$ cat src/rtl/d_ffec32.sv
// d_ffec32: WIDTH-bit edge-triggered register with load enable and
// asynchronous active-high clear. Q/Qn are complementary outputs.
// Built from WIDTH independent D_FFEC bit cells that share Clk/En/Clrn.

// d_ffec: single-bit D flip-flop with enable and asynchronous clear.
module d_ffec (
  input  logic clk,
  input  logic clrn,
  input  logic en,
  input  logic d,
  output logic q,
  output logic qn
);

  logic d_mux;

  // Enable mux: recirculate the stored bit when not loading.
  always_comb begin
    d_mux = en ? d : q;
  end

  // Storage bit; clear acts immediately, without waiting for a clock edge.
  always_ff @(posedge clk or posedge clrn) begin
    if (clrn) begin
      q <= 1'b0;
    end else begin
      q <= d_mux;
    end
  end

  // Complement is derived from q, never stored, so the two cannot disagree.
  assign qn = ~q;

endmodule

module d_ffec32 #(
  parameter int WIDTH = 32
) (
  input  logic             Clk,
  input  logic             Clrn,
  input  logic             En,
  input  logic [WIDTH-1:0] D,
  output logic [WIDTH-1:0] Q,
  output logic [WIDTH-1:0] Qn
);

  // One bit cell per data bit; bits never interact.
  for (genvar i = 0; i < WIDTH; i++) begin : g_bit
    d_ffec u_cell (
      .clk  (Clk),
      .clrn (Clrn),
      .en   (En),
      .d    (D[i]),
      .q    (Q[i]),
      .qn   (Qn[i])
    );
  end

endmodule

$ cat config.mk
export PLATFORM = sky130hd
export DESIGN_NAME = d_ffec32
export DESIGN_NICKNAME = d
export VERILOG_FILES = /design/src/rtl/d_ffec32.sv
export SDC_FILE = /design/constraint.sdc
export NUM_CORES = 1
export LEC_CHECK = 0
export BUFFER_PORTS_ARGS = -buffer_cell sky130_fd_sc_hd__buf_2
export CAP_MARGIN = 20
export CORE_MARGIN = 2
export CORE_UTILIZATION = 45
export CTS_CLUSTER_DIAMETER = 100
export DETAILED_ROUTE_END_ITERATION = 8
export PLACE_DENSITY_LB_ADDON = 0.05
export SYNTH_ARGS = -nofsm -noshare
export SYNTH_HDL_FRONTEND = slang
export SYNTH_SLANG_ARGS = --single-unit
$ cat constraint.sdc
create_clock -name Clk -period 1 [get_ports Clk]
set_input_delay 0.15 -clock Clk [delete_from_list [all_inputs] [get_ports Clk]]
set_output_delay 0.15 -clock Clk [all_outputs]
set_load 0.01 [all_outputs]
# Yosys cells after proc, flatten, opt, wreduce, memory -nomap -nowiden

Index checks and enable logic that the tools add are counted.

Flip-flop bits (word level): 32
Bits of input ports: 35
Output and inout port bits: 64

Bitwise logic cells: 32

Operators with widths:

| cell           | count |
|---|---|
| 1-bit inverter | 32 |

# Depth between registers and ports, before layout

Word-level depth: 1
Depth in mapped cells: 3
Depth with buffers taken out: 1

# Cells and area by module

From an unflattened synthesis, not the netlist that was laid out.

Cells, all modules: 128
Area, all modules: 1521.5 sq um

By module, submodules not included:

| module | instances | cells an instance | area an instance (sq um) | sequential area each (sq um) |
|---|---|---|---|---|
| d_ffec | 32        | 4                 | 47.5                     | 25.0 |

# Worst setup path after synthesis

Ideal clock, no wire load.

Path type: input-to-reg
Start: input En
End: register g_bit[0].u_cell.q
Data arrival time: 0.692 ns
Data required time: 0.875 ns
Setup slack: 0.183 ns
Stages on the path: 3
Buffers on the path: 2
Cell sequence: buf_6 > buf_12 > mux2_4

RTL lines:

| item                 | line | RTL |
|---|---|---|
| from (decl)          | 41   | `input logic En,` |
| to (signal assigned) | 27   | `q <= d_mux;` |
| to (decl)            | 11   | `output logic q,` |

No word-level cell between the ends.

# Final worst setup path

Start: register g_bit[26].u_cell.q
End: output Qn[26]

Word-level cells in the longest chain between the ends: 1

RTL lines:

| item                   | line | RTL |
|---|---|---|
| from (decl)            | 11   |  |
| from (signal assigned) | 27   |  |
| 1-bit inverter         | 32   | `assign qn = ~q;` |
| to (decl)              | 44   | `output logic [WIDTH-1:0] Qn` |

Every way passes these cells.

==> impl_metrics.tcl <==
set metrics [dict create \
    status "finished, violations left" \
    violations "setup timing" \
    die_w_um 69.8 \
    rsz0062_at_grt "yes" \
    worstSkewPairLatency_ps 270 \
    syn2layout_area_growth_pct 15.3 \
    finalClockSkew_ps 0 \
    layout_common_cells "buf_2, inv_1, dfrtp_1" \
    powerDensity_nw_per_um2 1490 \
    synth_area_leader_cell "dfrtp_1" \
    drv_cap 0 \
    fp.coreArea_um2 4090 \
    drtIter0Drc 55 \
    drc 0 \
    synth_cell_types 7 \
    worst_pin_slew_ps 175 \
    gp_congestion 0.750 \
    first_pass_iters 4 \
    top_layer "met4" \
    cts_inserted_buffers 5 \
    largest_reg_flops 32 \
    postRouteAntennaNets 0 \
    ir_drop_mv 0.827 \
    core.rowCount 23 \
    tritoncts_num_sinks 32 \
    track_usage 0.127 \
    start_util 0.477 \
    num_antenna_cells 0 \
    top_regs "g_bit.u_cell.q x32" \
    die_h_um 69.8 \
    synth-seq-cells 32 \
    clockRootBuffer "clkbuf_8" \
    syn_area_um2 1950 \
    clock.fmax_mhz 1000 \
    layout_commonest_cell "buf_2" \
    fin_nets 260 \
    hp-class "in -> reg" \
    wl_um 3060 \
    grt_pass1_wl_um 4880 \
    synthTopCellsByArea "dfrtp_1, buf_4, mux2_4, inv_1, buf_12" \
    critPathLaunchType "register" \
    avgSynthCellArea_um2 11.8 \
    routedWlPerCell_um 11.1 \
    hold_viol 0 \
    design.die.area_um2 4870 \
    criticalPathCategory "reg -> out" \
    path_clk_slew_ps 60 \
    routed-wl-met3_um 297 \
    grt_max_degree 33 \
    syn_inst 165 \
    p_total_mw 3.35 \
    cts_tree "yes" \
    drive_above_1_share 0.707 \
    overflow 0 \
    synth_nets 200 \
    antenna_found_initial 0 \
    critPathRequiredTime_ps 850 \
    fin_crit_ps 1000 \
    ios 99 \
    ys_seq_area_frac 0.411 \
    fin_ws_ps -0.0187 \
    p_leak_nw 1.35 \
    crit_fanout 3 \
    dp_hpwl_um 2190 \
    ys_warn_count 0 \
    wl_met1_um 1330 \
    num_vias 1104 \
    first_global_vias 1005 \
    io_buffers 98 \
    worstPathArrival_ps 850 \
    met2_length_um 1400 \
    largest_register "g_bit.u_cell.q" \
    h-tree-depth 2 \
    fin_crit_sh 1.00 \
    max_slew_margin 0.883 \
    vias_per_cell 4.01 \
    yosysTopAreaCellShare 0.411 \
    cts_buffer_depth 2 \
    slew_violations 0 \
    whs_ps 103 \
    end_kind "primary output" \
    setup_viol 1 \
]
[kinds of logic after synthesis]
family,after synthesis,synth area share
mux,32,0.243
flops,32,0.411
buf+inv,101,0.347
[area by class of cell]
cell class	count	area, um^2
clock buffer	6	72.6
fill	391	1840
tap	50	62.6
inverter	33	124
timing repair buffer	121	709
multi-input combinational	32	473
clock inverter	1	5.00
sequential	32	801
[power breakdown]
group | switching [mW] | leakage (nW) | total (mW) | internal [mW]
combinational | 0.383 | 0.938 | 0.923 | 0.541
sequential | 0.0962 | 0.374 | 1.52 | 1.43
clock | 0.429 | 0.0410 | 0.901 | 0.472
total | 0.908 | 1.35 | 3.35 | 2.44
[cells in the mapped netlist]
| cell type | count |
|---|---|
| buf_12 | 3 |
| buf_4 | 64 |
| buf_6 | 1 |
| dfrtp_1 | 32 |
| inv_1 | 33 |
| mux2_2 | 2 |
| mux2_4 | 30 |
[worst max-delay path, cell delays in order (launching register included)]
cell	delay, ps
dfrtp_1	400
inv_1	60
buf_2	120
[worst paths after layout]
path | from | end | slack [ps] | cells past startpoint
setup / recovery | g_bit[26].u_cell.q$_DFFE_PP0P_ | Qn[26] | -0.02 | 2
hold / removal | D[23] | g_bit[23].u_cell.q$_DFFE_PP0P_ | 100 | 2
setup reg to reg | g_bit[15].u_cell.q$_DFFE_PP0P_ | g_bit[15].u_cell.q$_DFFE_PP0P_ | 90 | 2
hold reg to reg | g_bit[30].u_cell.q$_DFFE_PP0P_ | g_bit[30].u_cell.q$_DFFE_PP0P_ | 530 | 1
max in group asynchronous | Clrn | g_bit[20].u_cell.q$_DFFE_PP0P_ | 360 | 4
min in group asynchronous | Clrn | g_bit[16].u_cell.q$_DFFE_PP0P_ | 480 | 4
[routing by layer]
metal / up-vias / track usage
li1: 547 / -
met1: 496 / 0.156
met2: 57 / 0.197
met3: 4 / 0.0451
met4: 0 / 0.0641
met5: - / 0
[metrics by stage]
| step | setup WS, ps | utilization | cell area (um^2) | instances | setup TNS [ps] |
|---|---|---|---|---|---|
| 2_1_floorplan | 159 | - | 1950 | 165 | 0 |
| 3_3_place_gp | 60.6 | 0.492 | 2010 | 248 | 0 |
| 3_5_place_dp | 57.5 | 0.492 | 2010 | 248 | 0 |
| 4_1_cts | -14.6 | 0.528 | 2160 | 264 | -78.5 |
| 5_1_grt | -66.0 | 0.550 | 2250 | 275 | -1160 |
| 6_report | -0.0187 | 0.550 | 2250 | 275 | -0.0187 |
[timing repair]
action,in CTS,in global routing
setup buffers,8,11
hold endpoints to repair,32,0
setup endpoints to repair,18,51
gates resized for setup,0,2
hold buffers,1,0
No activity file was read; power rests on OpenSTA's default activity.
